File: src/rtl/axi_lite_cordic_slave.sv
`default_nettype none
// ============================================================================
// Module   : axi_lite_cordic_slave
// Purpose  : Reduced AXI-lite responder (no WSTRB/BRESP/RRESP/PROT) that
//            exposes the CORDIC core's register file: CTRL, STATUS, ARG0,
//            ARG1, RES0 and RES1. Issues a one-cycle start pulse to the core
//            and captures its results together with a sticky done flag.
// Ports    : ACLK/ARESETN        - clock, asynchronous active-low reset
//            S_AW*/S_W*/S_B*     - write address, write data, write response
//            S_AR*/S_R*          - read address, read data
//            core_start          - one-cycle start pulse to the core
//            core_arg0/1         - live copies of ARG0/ARG1
//            core_done/res0/res1 - completion pulse and results from the core
// Revision : 1.0 - initial release
// ============================================================================
module axi_lite_cordic_slave #(
  parameter int ADDR_WIDTH = 32,
  parameter int DATA_WIDTH = 32
) (
  input  logic                  ACLK,
  input  logic                  ARESETN,
  input  logic [ADDR_WIDTH-1:0] S_AWADDR,
  input  logic                  S_AWVALID,
  output logic                  S_AWREADY,
  input  logic [DATA_WIDTH-1:0] S_WDATA,
  input  logic                  S_WVALID,
  output logic                  S_WREADY,
  output logic                  S_BVALID,
  input  logic                  S_BREADY,
  input  logic [ADDR_WIDTH-1:0] S_ARADDR,
  input  logic                  S_ARVALID,
  output logic                  S_ARREADY,
  output logic [DATA_WIDTH-1:0] S_RDATA,
  output logic                  S_RVALID,
  input  logic                  S_RREADY,
  output logic                  core_start,
  output logic [DATA_WIDTH-1:0] core_arg0,
  output logic [DATA_WIDTH-1:0] core_arg1,
  input  logic                  core_done,
  input  logic [DATA_WIDTH-1:0] core_res0,
  input  logic [DATA_WIDTH-1:0] core_res1
);

  // Word offsets (ADDR[11:2])
  localparam logic [9:0] OFF_CTRL   = 10'h000;
  localparam logic [9:0] OFF_STATUS = 10'h001;
  localparam logic [9:0] OFF_ARG0   = 10'h002;
  localparam logic [9:0] OFF_ARG1   = 10'h003;
  localparam logic [9:0] OFF_RES0   = 10'h004;
  localparam logic [9:0] OFF_RES1   = 10'h005;

  // Registered state
  logic                  ready_en_q, ready_en_d;
  logic                  aw_held_q,  aw_held_d;
  logic [9:0]            aw_off_q,   aw_off_d;
  logic                  w_held_q,   w_held_d;
  logic [DATA_WIDTH-1:0] w_data_q,   w_data_d;
  logic                  bvalid_q,   bvalid_d;
  logic                  rvalid_q,   rvalid_d;
  logic [DATA_WIDTH-1:0] rdata_q,    rdata_d;
  logic [DATA_WIDTH-1:0] arg0_q,     arg0_d;
  logic [DATA_WIDTH-1:0] arg1_q,     arg1_d;
  logic [DATA_WIDTH-1:0] res0_q,     res0_d;
  logic [DATA_WIDTH-1:0] res1_q,     res1_d;
  logic                  busy_q,     busy_d;
  logic                  done_q,     done_d;
  logic                  start_q,    start_d;

  // Combinational helpers
  logic                  aw_hs, w_hs, ar_hs, commit;
  logic [9:0]            wr_off, rd_off;
  logic [DATA_WIDTH-1:0] wr_data, rd_mux;

  // Address bits outside the decoded window are intentionally ignored.
  logic unused_addr_bits;
  assign unused_addr_bits = ^{S_AWADDR[ADDR_WIDTH-1:12], S_AWADDR[1:0],
                              S_ARADDR[ADDR_WIDTH-1:12], S_ARADDR[1:0]};

  // ready_en_q is 0 while in reset, so every READY is low during reset and
  // only rises one cycle after release.
  assign S_AWREADY  = ready_en_q && !aw_held_q && !bvalid_q;
  assign S_WREADY   = ready_en_q && !w_held_q  && !bvalid_q;
  assign S_ARREADY  = ready_en_q && !rvalid_q;
  assign S_BVALID   = bvalid_q;
  assign S_RVALID   = rvalid_q;
  assign S_RDATA    = rdata_q;
  assign core_start = start_q;
  assign core_arg0  = arg0_q;
  assign core_arg1  = arg1_q;

  assign aw_hs = S_AWVALID && S_AWREADY;
  assign w_hs  = S_WVALID  && S_WREADY;
  assign ar_hs = S_ARVALID && S_ARREADY;

  // A write commits on the edge where both halves are available, either
  // already held or handshaking right now.
  assign commit  = (aw_held_q || aw_hs) && (w_held_q || w_hs);
  assign wr_off  = aw_held_q ? aw_off_q : S_AWADDR[11:2];
  assign wr_data = w_held_q  ? w_data_q : S_WDATA;
  assign rd_off  = S_ARADDR[11:2];

  // Read mux uses pre-edge register values, so a read colliding with a
  // write to the same register returns the old contents.
  always_comb begin
    rd_mux = '0;
    case (rd_off)
      OFF_STATUS: rd_mux = {{(DATA_WIDTH-2){1'b0}}, done_q, busy_q};
      OFF_ARG0:   rd_mux = arg0_q;
      OFF_ARG1:   rd_mux = arg1_q;
      OFF_RES0:   rd_mux = res0_q;
      OFF_RES1:   rd_mux = res1_q;
      default:    rd_mux = '0;
    endcase
  end

  always_comb begin
    ready_en_d = 1'b1;
    aw_held_d  = aw_held_q;
    aw_off_d   = aw_off_q;
    w_held_d   = w_held_q;
    w_data_d   = w_data_q;
    bvalid_d   = bvalid_q;
    rvalid_d   = rvalid_q;
    rdata_d    = rdata_q;
    arg0_d     = arg0_q;
    arg1_d     = arg1_q;
    res0_d     = res0_q;
    res1_d     = res1_q;
    busy_d     = busy_q;
    done_d     = done_q;
    start_d    = 1'b0;

    // Write channel
    if (aw_hs) begin
      aw_held_d = 1'b1;
      aw_off_d  = S_AWADDR[11:2];
    end
    if (w_hs) begin
      w_held_d = 1'b1;
      w_data_d = S_WDATA;
    end
    if (bvalid_q && S_BREADY) begin
      bvalid_d = 1'b0;
    end
    if (commit) begin
      aw_held_d = 1'b0;
      w_held_d  = 1'b0;
      bvalid_d  = 1'b1;
      case (wr_off)
        OFF_CTRL: begin
          // busy_q is the pre-edge value: a start arriving with core_done
          // in the same cycle is ignored.
          if (wr_data[0] && !busy_q) begin
            start_d = 1'b1;
            busy_d  = 1'b1;
            done_d  = 1'b0;
          end
        end
        OFF_ARG0: arg0_d = wr_data;
        OFF_ARG1: arg1_d = wr_data;
        default:  ;
      endcase
    end

    // Core completion (start requires !busy_q, so the two never collide)
    if (core_done && busy_q) begin
      res0_d = core_res0;
      res1_d = core_res1;
      busy_d = 1'b0;
      done_d = 1'b1;
    end

    // Read channel
    if (rvalid_q && S_RREADY) begin
      rvalid_d = 1'b0;
    end
    if (ar_hs) begin
      rvalid_d = 1'b1;
      rdata_d  = rd_mux;
    end
  end

  always_ff @(posedge ACLK or negedge ARESETN) begin
    if (!ARESETN) begin
      ready_en_q <= 1'b0;
      aw_held_q  <= 1'b0;
      aw_off_q   <= '0;
      w_held_q   <= 1'b0;
      w_data_q   <= '0;
      bvalid_q   <= 1'b0;
      rvalid_q   <= 1'b0;
      rdata_q    <= '0;
      arg0_q     <= '0;
      arg1_q     <= '0;
      res0_q     <= '0;
      res1_q     <= '0;
      busy_q     <= 1'b0;
      done_q     <= 1'b0;
      start_q    <= 1'b0;
    end else begin
      ready_en_q <= ready_en_d;
      aw_held_q  <= aw_held_d;
      aw_off_q   <= aw_off_d;
      w_held_q   <= w_held_d;
      w_data_q   <= w_data_d;
      bvalid_q   <= bvalid_d;
      rvalid_q   <= rvalid_d;
      rdata_q    <= rdata_d;
      arg0_q     <= arg0_d;
      arg1_q     <= arg1_d;
      res0_q     <= res0_d;
      res1_q     <= res1_d;
      busy_q     <= busy_d;
      done_q     <= done_d;
      start_q    <= start_d;
    end
  end

endmodule
`default_nettype wire

File: config.mk
export PLATFORM = sky130hd
export DESIGN_NAME = axi_lite_cordic_slave
export DESIGN_NICKNAME = d
export VERILOG_FILES = /design/src/rtl/axi_lite_cordic_slave.sv
export SDC_FILE = /design/constraint.sdc
export NUM_CORES = 1
export LEC_CHECK = 0
export CORE_UTILIZATION = 60
export CTS_CLUSTER_SIZE = 14
export DETAILED_ROUTE_END_ITERATION = 7
export DONT_BUFFER_PORTS = 1
export PLACE_DENSITY_LB_ADDON = 0.3
export SLEW_MARGIN = 20
export SYNTH_ARGS = -nofsm -noshare
export SYNTH_HDL_FRONTEND = slang
export SYNTH_SLANG_ARGS = --single-unit
File: constraint.sdc
create_clock -name ACLK -period 4.2 [get_ports ACLK]
set_input_delay 0.63 -clock ACLK [delete_from_list [all_inputs] [get_ports ACLK]]
set_output_delay 0.63 -clock ACLK [all_outputs]
set_load 0.03 [all_outputs]
==> out/qor.yml <==
outcome:
  outcome: "complete, but fails checks"
  violations: "hold timing"
critical_path:
  arrival_ns: 3.22
  cp.required_ns: 4.58
  rr_worst_depth: 3
  crit_path_start_kind: "flip-flop"
  critPathMaxFanout: 36
  crit_type: "flip-flop to flip-flop"
  rr_endpoint: "w_data_q[13]"
  r2r_slack_ns: 1.36
  reg2reg_from: "w_held_q"
  worstSetupEndpointType: "flip-flop"
yosys:
  yosysWarnings: 0
  synthFlopType: "dfrtp_1"
  synth_nets: 837
  synth_seq_cells: 210
  avgSynthCellArea_um2: 14.3
  synth_cell_type_count: 39
  synth_top_area_share_pct: 55.0
  synth.area.mux_share_pct: 32.8
  synth_xor_area_share_pct: 0
  synth_adder_area_share_pct: 0
  synthArstFlopShare_pct: 100
  synth_top_area_cell: "dfrtp_1"
  synth_seq_area_share_pct: 55.0
  ys_top_cells_by_area: "dfrtp_1 55%, mux2_2 17%, mux2_4 9.4%, mux2i_1 6.7%, o22a_1 2.7%"
  synth_edf_count: 0
  netlist_area_mm2: 0.00956
  synth-simple-area-share_pct: 3.48
  synth_top_family_by_area: "multiplexers"
  synth-compound-area-share_pct: 6.19
  syn-instance-count: 669
placement:
  placed_cells: 845
  dp_hpwl_um: 14200
  gp_congestion: 0.804
  portBuffers: 0
timing:
  fin_crit_ns: 2.84
  drv_slew: 0
  hold_viol_final: 210
  rsz0062_at_grt: "false"
  fin_skew_ns: 0.0129
  finalSetupViolCount: 0
  slew_headroom_pct: 33.4
  worst_pin_slew_ns: 1.00
  setup_tns_ns: 0
  fin_crit_sh_pct: 67.7
  fin_hold_ws_ns: -0.168
  fmax_mhz: 352
routing:
  vias_per_cell: 6.31
  drc: 0
  dr.pass1.iters: 4
  wirelength_um: 21800
  ant_nets: 0
  wl_per_cell_um: 24.6
  routed-via-count: 5576
  drtIter0Drc: 268
clock_network:
  clk_path_buf_depth: 3
  cts.clk_slew.worst_paths_ns: 0.06
  postCtsSetupBuffers: 0
  post_cts_resized: 0
  cts_root_buf: "clkbuf_16"
  h-tree-depth: 1
  clkSinkCount: 210
  insertion_delay_ns: 0.50
  numCtsBuffers: 21
  cts_tree: "built"
floorplanning:
  dieArea_mm2: 0.0164
  floorplan.initialDensity_pct: 62.2
  placementRows: 45
  die_w_um: 128
  coreArea_mm2: 0.0154
  dieHeight_um: 128
  ios: 270
finish:
  register_area_mm2: 0.00526
  drive_gt1_share_pct: 37.6
  nFillCells: 1075
  nNetsFinal: 825
  areaGrowthSynthToFinish_pct: 8.00
  instances_no_fill: 884
  multi_input_area_mm2: 0.00408
  final_util_pct: 67.2
global_routing:
  first_global_vias: 6079
  grt_pass1_wl_um: 33600
  grt_max_degree: 211
  grt_overflow: 0
  antenna_found_initial: 2
  grt_usage_pct: 26.8
power_and_ir_drop:
  ir_worst_vdd_uv: 381
  power_leakage_nw: 4.80
  power_density_mw_per_mm2: 490
min_path:
  hp-class: "primary input to asynchronous set/reset pin"
job:
  maxCapViolations: 0
-- layer usage --
layer	share of wire [%]	routed length [um]	track usage (%)
met4	2.6	575	8.86
met1	39	8410	32.4
met3	9.0	1970	8.22
met5	0	0	0
met2	50	10800	45.6
-- sequential cells by signal, summed over array words and instances (netlist names) --
register	cells
busy_q	1
S_BVALID	1
done_q	1
core_arg1	32
ready_en_q	1
aw_off_q	10
res0_q	32
aw_held_q	1
core_arg0	32
S_RVALID	1
res1_q	32
w_held_q	1
S_RDATA	32
core_start	1
w_data_q	32
-- synth_stat cells (2+ instances only) --
master,instances
dfrtp_1,210
mux2_2,141
mux2i_1,64
mux2_4,60
nand2_1,35
o21ai_0,32
o22a_1,30
clkbuf_1,25
buf_2,10
nor2_1,10
buf_6,6
inv_1,5
nor3_1,5
and3b_1,3
nor2b_1,3
a2111oi_4,2
a221oi_1,2
a22o_1,2
and2_1,2
nand4b_1,2
o211ai_1,2
-- layout by cell type (no fill, tap or decap), types with 2 or more instances in the layout --
cell type and count:
clkinv_2 7, o21ai_0 32, nor2b_1 3, nand4b_1 2
o22a_1 30, nor2_1 10, dfrtp_1 209, clkbuf_8 5
diode_2 2, nor3_1 5, o211ai_1 2, mux2_2 141
nand2_1 34, a221oi_1 2, mux2i_1 64, a22o_1 2
clkbuf_16 21, and3b_1 3, buf_4 7, mux2_4 60
inv_1 5, clkbuf_1 3, a2111oi_4 2
-- critical path, cell delays in order (launching register included) --
cell and delay (ns):
dfrtp_2 0.76, nor2_1 0.62, and2_2 0.90, mux2_2 0.42
-- power breakdown --
| group | internal [mW] | switching (mW) | leakage (nW) |
|---|---|---|---|
| clock | 1.01 | 0.761 | 0.330 |
| sequential | 2.28 | 0.308 | 2.83 |
| combinational | 0.437 | 0.269 | 1.64 |
-- how the worst max path moves through the flow --
stage,start,to,depth (start not counted)
floorplan,S_AWADDR[8],core_arg0[10],5
global placement,w_held_q,w_data_q[19],3
global route,w_held_q,w_data_q[6],3
detailed placement,w_held_q,w_data_q[15],3
finish,w_held_q,w_data_q[13],3
CTS,w_held_q,w_data_q[5],3
-- logic make-up (layout without fill, tap and decap cells) --
group	after synthesis	after routing
flops	210	210
simple gates	66	66
compound gates	79	79
mux	266	266
other cells	1	3
buf+inv	47	49
-- metrics by stage --
step	power [mW]	hold slack [ns]	cell area, um2	worst slack (ns)
final	5.06	-0.168	10300	1.36
after global routing	5.25	-0.195	10300	1.25
after CTS	5.09	-0.187	10300	1.33
after detailed placement	3.32	0.339	9670	1.34
after global placement	3.25	0.340	9670	1.40
after floorplan	3.17	0.334	9560	2.00
-- final cells by class --
class,count,share of cell area [%]
clock buffers,29,5.86
inverters,5,0.182
well taps,211,2.56
clock inverters,8,0.424
repair buffers,7,0.509
multi-input cells,412,39.5
diodes,2,0.0485
flip-flops and latches,210,50.9
Power figures use the tool's default switching activity.
